$ cat src/rtl/apu_dma_pkg.sv
// Shared types and constants for the 2A03 sprite/DMC DMA sequencer.
package apu_dma_pkg;

  localparam int unsigned ADDR_W = 16;
  localparam int unsigned DATA_W = 8;

  localparam logic [ADDR_W-1:0] OAMDATA_ADDR = 16'h2004;
  localparam logic [DATA_W-1:0] SPR_LAST_IDX = 8'hFF;

  typedef enum logic [2:0] {
    ST_IDLE   = 3'd0,
    ST_HALT   = 3'd1,
    ST_DUMMY  = 3'd2,
    ST_ALIGN  = 3'd3,
    ST_SPR_RD = 3'd4,
    ST_SPR_WR = 3'd5,
    ST_DMC_RD = 3'd6
  } dma_state_e;

  // Source address of a sprite byte: page in the high byte, index in the low byte.
  function automatic logic [ADDR_W-1:0] spr_addr(input logic [DATA_W-1:0] page,
                                                 input logic [DATA_W-1:0] idx);
    return {page, idx};
  endfunction

endpackage

$ cat src/rtl/apu_dma_if.sv
// Bus bundle between the CPU-side logic and the DMA sequencer.
interface apu_dma_if;
  import apu_dma_pkg::*;

  logic              spr_start;
  logic [DATA_W-1:0] spr_page;
  logic              dmc_req;
  logic [ADDR_W-1:0] dmc_addr;
  logic [ADDR_W-1:0] cpu_addr;
  logic              cpu_rw;
  logic [DATA_W-1:0] db_in;
  logic              RDY;
  logic [ADDR_W-1:0] Addr_topad;
  logic              RW_topad;
  logic [DATA_W-1:0] db_out;
  logic              db_oe;
  logic              dmc_ack;
  logic              put;
  logic              spr_busy;

  modport master (
    output spr_start, spr_page, dmc_req, dmc_addr, cpu_addr, cpu_rw, db_in,
    input  RDY, Addr_topad, RW_topad, db_out, db_oe, dmc_ack, put, spr_busy
  );

  modport slave (
    input  spr_start, spr_page, dmc_req, dmc_addr, cpu_addr, cpu_rw, db_in,
    output RDY, Addr_topad, RW_topad, db_out, db_oe, dmc_ack, put, spr_busy
  );

endinterface

$ cat src/rtl/apu_dma_busmux.sv
// Pad address / R/W / bus-drive selection decoded from the sequencer state.
module apu_dma_busmux
  import apu_dma_pkg::*;
(
  input  dma_state_e        state,
  input  logic [DATA_W-1:0] page,
  input  logic [DATA_W-1:0] idx,
  input  logic [ADDR_W-1:0] dmc_addr,
  input  logic [ADDR_W-1:0] cpu_addr,
  input  logic              cpu_rw,
  output logic [ADDR_W-1:0] addr_c,
  output logic              rw_c,
  output logic              db_oe_c
);

  // Halted states repeat the core's address as a read; DMA states own the bus.
  always_comb begin
    addr_c  = cpu_addr;
    rw_c    = cpu_rw;
    db_oe_c = 1'b0;
    case (state)
      ST_HALT, ST_DUMMY, ST_ALIGN: rw_c = 1'b1;
      ST_DMC_RD: begin
        addr_c = dmc_addr;
        rw_c   = 1'b1;
      end
      ST_SPR_RD: begin
        addr_c = spr_addr(page, idx);
        rw_c   = 1'b1;
      end
      ST_SPR_WR: begin
        addr_c  = OAMDATA_ADDR;
        rw_c    = 1'b0;
        db_oe_c = 1'b1;
      end
      default: begin
        addr_c = cpu_addr;
        rw_c   = cpu_rw;
      end
    endcase
  end

endmodule

$ cat src/rtl/apu_dma_ctrl.sv
// Sprite (OAM) and DMC sample DMA sequencer for the 2A03 external bus.
module apu_dma_ctrl
  import apu_dma_pkg::*;
(
  input  logic     CLK,
  input  logic     n_RES,
  apu_dma_if.slave bus
);

  dma_state_e        state_q;
  dma_state_e        state_d;
  logic              put_q;
  logic              spr_pend_q;
  logic              dmc_block_q;
  logic [DATA_W-1:0] page_q;
  logic [DATA_W-1:0] idx_q;
  logic [DATA_W-1:0] buffer_q;

  logic              spr_accept;
  logic              dmc_want;
  logic              req_any;
  logic [ADDR_W-1:0] addr_c;
  logic              rw_c;
  logic              db_oe_c;

  // A new sprite request is taken only when no sprite transfer is outstanding.
  assign spr_accept = bus.spr_start & ~spr_pend_q;
  // The DMC keeps dmc_req high through its ack cycle; mask it for one cycle after service.
  assign dmc_want   = bus.dmc_req & ~dmc_block_q;
  assign req_any    = spr_pend_q | spr_accept | dmc_want;

  // State register.
  always_ff @(posedge CLK or negedge n_RES) begin
    if (!n_RES) begin
      state_q <= ST_IDLE;
    end else begin
      state_q <= state_d;
    end
  end

  // Next state: halt only on a core read, keep DMA reads on get cycles and writes on put cycles.
  always_comb begin
    state_d = state_q;
    case (state_q)
      ST_IDLE: begin
        if (req_any && bus.cpu_rw) state_d = ST_HALT;
      end
      ST_HALT: begin
        if (dmc_want)        state_d = ST_DUMMY;
        else if (!spr_pend_q) state_d = ST_IDLE;
        else if (!put_q)     state_d = ST_ALIGN;
        else                 state_d = ST_SPR_RD;
      end
      ST_DUMMY: begin
        state_d = put_q ? ST_DMC_RD : ST_ALIGN;
      end
      ST_ALIGN: begin
        if (dmc_want)        state_d = ST_DMC_RD;
        else if (spr_pend_q) state_d = ST_SPR_RD;
        else                 state_d = ST_IDLE;
      end
      ST_SPR_RD: begin
        state_d = ST_SPR_WR;
      end
      ST_SPR_WR: begin
        if (idx_q == SPR_LAST_IDX) state_d = ST_IDLE;
        else if (dmc_want)         state_d = ST_DMC_RD;
        else                       state_d = ST_SPR_RD;
      end
      ST_DMC_RD: begin
        state_d = spr_pend_q ? ST_ALIGN : ST_IDLE;
      end
      default: begin
        state_d = ST_IDLE;
      end
    endcase
  end

  // Cycle parity, sprite bookkeeping and the read-to-write data buffer.
  always_ff @(posedge CLK or negedge n_RES) begin
    if (!n_RES) begin
      put_q       <= 1'b0;
      spr_pend_q  <= 1'b0;
      dmc_block_q <= 1'b0;
      page_q      <= '0;
      idx_q       <= '0;
      buffer_q    <= '0;
    end else begin
      put_q       <= ~put_q;
      dmc_block_q <= (state_q == ST_DMC_RD);
      if (spr_accept) begin
        spr_pend_q <= 1'b1;
        page_q     <= bus.spr_page;
        idx_q      <= '0;
      end else if (state_q == ST_SPR_WR) begin
        idx_q <= idx_q + DATA_W'(1);
        if (idx_q == SPR_LAST_IDX) spr_pend_q <= 1'b0;
      end
      if (state_q == ST_SPR_RD) buffer_q <= bus.db_in;
    end
  end

  apu_dma_busmux u_busmux (
    .state    (state_q),
    .page     (page_q),
    .idx      (idx_q),
    .dmc_addr (bus.dmc_addr),
    .cpu_addr (bus.cpu_addr),
    .cpu_rw   (bus.cpu_rw),
    .addr_c   (addr_c),
    .rw_c     (rw_c),
    .db_oe_c  (db_oe_c)
  );

  assign bus.RDY        = (state_q == ST_IDLE);
  assign bus.Addr_topad = addr_c;
  assign bus.RW_topad   = rw_c;
  assign bus.db_out     = buffer_q;
  assign bus.db_oe      = db_oe_c;
  assign bus.dmc_ack    = (state_q == ST_DMC_RD);
  assign bus.put        = put_q;
  assign bus.spr_busy   = spr_pend_q;

endmodule
$ cat src/flat_wrapper.sv
// flat-port wrapper written by rule: the top's interface ports become plain ports
module apu_dma_ctrl_flat import apu_dma_pkg::*;
  (CLK, n_RES, bus_spr_start, bus_spr_page, bus_dmc_req, bus_dmc_addr, bus_cpu_addr, bus_cpu_rw, bus_db_in, bus_RDY, bus_Addr_topad, bus_RW_topad, bus_db_out, bus_db_oe, bus_dmc_ack, bus_put, bus_spr_busy);
  apu_dma_if bus_i ();
  input  logic CLK;
  input  logic n_RES;
  input wire logic [$bits(bus_i.spr_start)-1:0] bus_spr_start;
  input wire logic [$bits(bus_i.spr_page)-1:0] bus_spr_page;
  input wire logic [$bits(bus_i.dmc_req)-1:0] bus_dmc_req;
  input wire logic [$bits(bus_i.dmc_addr)-1:0] bus_dmc_addr;
  input wire logic [$bits(bus_i.cpu_addr)-1:0] bus_cpu_addr;
  input wire logic [$bits(bus_i.cpu_rw)-1:0] bus_cpu_rw;
  input wire logic [$bits(bus_i.db_in)-1:0] bus_db_in;
  output wire logic [$bits(bus_i.RDY)-1:0] bus_RDY;
  output wire logic [$bits(bus_i.Addr_topad)-1:0] bus_Addr_topad;
  output wire logic [$bits(bus_i.RW_topad)-1:0] bus_RW_topad;
  output wire logic [$bits(bus_i.db_out)-1:0] bus_db_out;
  output wire logic [$bits(bus_i.db_oe)-1:0] bus_db_oe;
  output wire logic [$bits(bus_i.dmc_ack)-1:0] bus_dmc_ack;
  output wire logic [$bits(bus_i.put)-1:0] bus_put;
  output wire logic [$bits(bus_i.spr_busy)-1:0] bus_spr_busy;
  assign bus_i.spr_start = bus_spr_start;
  assign bus_i.spr_page = bus_spr_page;
  assign bus_i.dmc_req = bus_dmc_req;
  assign bus_i.dmc_addr = bus_dmc_addr;
  assign bus_i.cpu_addr = bus_cpu_addr;
  assign bus_i.cpu_rw = bus_cpu_rw;
  assign bus_i.db_in = bus_db_in;
  assign bus_RDY = bus_i.RDY;
  assign bus_Addr_topad = bus_i.Addr_topad;
  assign bus_RW_topad = bus_i.RW_topad;
  assign bus_db_out = bus_i.db_out;
  assign bus_db_oe = bus_i.db_oe;
  assign bus_dmc_ack = bus_i.dmc_ack;
  assign bus_put = bus_i.put;
  assign bus_spr_busy = bus_i.spr_busy;
  apu_dma_ctrl u_core (.CLK(CLK), .n_RES(n_RES), .bus(bus_i));
endmodule
$ cat config.mk
export PLATFORM = sky130hd
export DESIGN_NAME = apu_dma_ctrl_flat
export DESIGN_NICKNAME = d
export VERILOG_FILES = /design/src/rtl/apu_dma_pkg.sv /design/src/rtl/apu_dma_if.sv /design/src/rtl/apu_dma_busmux.sv /design/src/rtl/apu_dma_ctrl.sv /design/src/flat_wrapper.sv
export SDC_FILE = /design/constraint.sdc
export NUM_CORES = 1
export LEC_CHECK = 0
export CAP_MARGIN = 20
export CORE_ASPECT_RATIO = 1.4
export CORE_UTILIZATION = 34
export DETAILED_ROUTE_END_ITERATION = 8
export PLACE_DENSITY = 0.8
export RECOVER_POWER = 25
export SYNTH_ARGS = -nofsm -noshare
export SYNTH_HDL_FRONTEND = slang
export SYNTH_SLANG_ARGS = --single-unit
$ cat constraint.sdc
create_clock -name CLK -period 1.75 [get_ports CLK]
set_input_delay 0.35 -clock CLK [delete_from_list [all_inputs] [get_ports CLK]]
set_output_delay 0.35 -clock CLK [all_outputs]
set_load 0.1 [all_outputs]
==> impl_metrics.toml <==
[outcome]
status = "finished, violations left"
violations = "negative setup slack"

[setup_path]
crit_fanout = 4
setup.worst_path.class = "flip-flop to output port"
end_kind = "output port"
cp.arrival_ns = 1.71
startpoint_type = "flip-flop"
reg2reg_slack_ns = 0.04
cp_data_required_time_ns = 1.40

[cts]
numCtsBuffers = 5
clockBufferDepth = 2
holdBufCountCts = 0
cts.clk_slew.worst_paths_ns = 0.06
cts_sinks = 30
worst_skew_pair.late_latency_ns = 0.29
cts_tree = "yes"
htree_num_levels = 2
cts_root_buf = "clkbuf_8"

[job]
timing.max_cap.violations = 0

[place]
place_ws_ns = -0.2116
gp_congestion = 0.8090
dp_hpwl_um = 4369
portBuffers = 82

[timing]
tightest_slew_ns = 0.8064
fmax_mhz = 484.4
final_hold_viol_count = 0
tns_ns = -5.110
finalCritPeriodShare_pct = 118.0
rsz0062_at_grt = "yes"
fin_crit_ns = 2.064
max_slew_margin_pct = 46.24
finalMaxSlewViolations = 0
setup_ws_ns = -0.3142
setup_viol = 20
fin_skew_ns = 0.009469

[logic_synthesis]
synth_area_mm2 = 0.001834
post_synth.cell_area_avg_um2 = 10.19
synth.net_count = 234
ys_seq_elements = 30
synth_cell_types = 35
yosys_warnings = 0
synth_top_area_share_pct = 40.93
yosysSeqAreaShare_pct = 40.93
synthTopCellsByArea = "dfrtp_1 (41%), mux2_2 (9.8%), a221o_1 (7.1%)"
synth_top_area_cell = "dfrtp_1"
syn_inst = 180

[route]
routed_wl_um = 6130
drtPass1Iterations = 4
viasPerCell = 5.428
drc = 0
drt_iter0_drc = 88
ant_nets = 0
routedWlPerCell_um = 17.37
vias = 1916

[floorplan]
rows = 31
die-height_um = 88.91
coreArea_mm2 = 0.005197
dieArea_mm2 = 0.005697
ioPinCount = 83
start_util_pct = 35.29
fp.dieW_um = 64.08

[global_route]
track_usage_pct = 22.40
grt_antenna_before_repair = 0
grt_pass1_wl_um = 9632
grt_pass1_vias = 1945
grt_max_degree = 31
grt-ovfl-total = 0

[final_layout]
nets = 340
drive_gt1_share_pct = 41.11
final_util_pct = 69.40
final_common_cell = "clkdlybuf4s50_1"
diodes = 0
fill_cells = 372
syn_to_final_growth_pct = 96.66
final_cell_mix = "clkdlybuf4s50_1 (51), buf_12 (33), dfrtp_1 (28)"

[worst_hold_path]
hold_path.class = "flip-flop to flip-flop"
-- what timing repair did --
action	in CTS	in global routing
pin swaps	10	4
gates resized for setup	17	3
buffers inserted	7	2
endpoints found under the setup margin	18	20
-- per-stage QoR --
stage          cell area, um^2  instances  hold WS, ns
2_1_floorplan             2043        180      0.05441
3_3_place_gp              3357        336       0.4907
3_5_place_dp              3357        336       0.5043
4_1_cts                   3590        351       0.4364
5_1_grt                   3607        353       0.5518
6_report                  3607        353       0.5158
-- path summary, 6_finish.rpt --
kind / start / to / depth (start not counted)
hold / removal: u_core.page_q[7] / u_core.page_q[7] / 1
setup reg to reg: u_core.state_q[2] / u_core.bus.db_out[6] / 8
hold reg to reg: u_core.page_q[7] / u_core.page_q[7] / 1
min in group asynchronous: n_RES / u_core.bus.db_out[1] / 2
setup / recovery: u_core.state_q[2] / bus_Addr_topad[14] / 5
max in group asynchronous: n_RES / u_core.state_q[0] / 2
-- per-layer routing --
layer	GRT usage, %	wire (um)
met2	40.52	3258
met5	0	0
met1	25.77	2430
met4	9.504	178
met3	4.337	263
-- state kept, by name, indices dropped and copies added, names as in the netlist --
signal               cells
u_core.dmc_block_q       1
u_core.state_q           3
u_core.bus.put           1
u_core.bus.db_out        8
u_core.page_q            8
u_core.idx_q             8
u_core.bus.spr_busy      1
-- synthesized netlist by cell type, drive strengths merged --
cell type / n
and3: 2
mux2: 16
clkbuf: 4
nand2b: 2
o2111ai: 1
nor2b: 18
dfrtp: 30
o31ai: 2
xnor2: 4
o211ai: 1
o211a: 1
a221o: 13
o21bai: 1
o22a: 1
buf: 11
nor3: 4
nand2: 11
a211oi: 1
ha: 1
o32a: 1
o21ai: 3
nand3: 2
nor2: 9
o221ai: 1
a21oi: 7
nand3b: 2
xor2: 3
a22o: 14
o22ai: 4
inv: 5
nand4: 4
nor4: 1
-- final cells by class --
| class | count | area, um^2 | area share [%] |
|---|---|---|---|
| clock buffer | 7 | 76.32 | 2.116 |
| clock inverter | 1 | 30.03 | 0.8325 |
| inverter | 5 | 22.52 | 0.6243 |
| multi-input combinational | 130 | 1224 | 33.92 |
| sequential | 30 | 753.2 | 20.88 |
| tap | 66 | 82.58 | 2.289 |
| timing repair buffer | 114 | 1419 | 39.33 |
-- cell families after synthesis --
kind of cell | share of synthesized area, %
XOR/XNOR | 3.342
multiplexers | 9.822
AND/OR/NAND/NOR | 17.53
adder cells (fa/ha/maj) | 0.6820
flip-flops | 40.93
AO/OA/AOI/OAI | 22.44
buffers and inverters | 5.252
-- worst max-delay path, stage by stage (launching register included) --
cell and delay [ns]:
dfrtp_1 0.40, nor2b_4 0.15, buf_12 0.12, a22o_1 0.18
a221o_4 0.40, buf_12 0.17
Power is left out: the tool's default activity adds up to more than one toggle a clock period on the data nets, which glitch-free logic cannot reach.
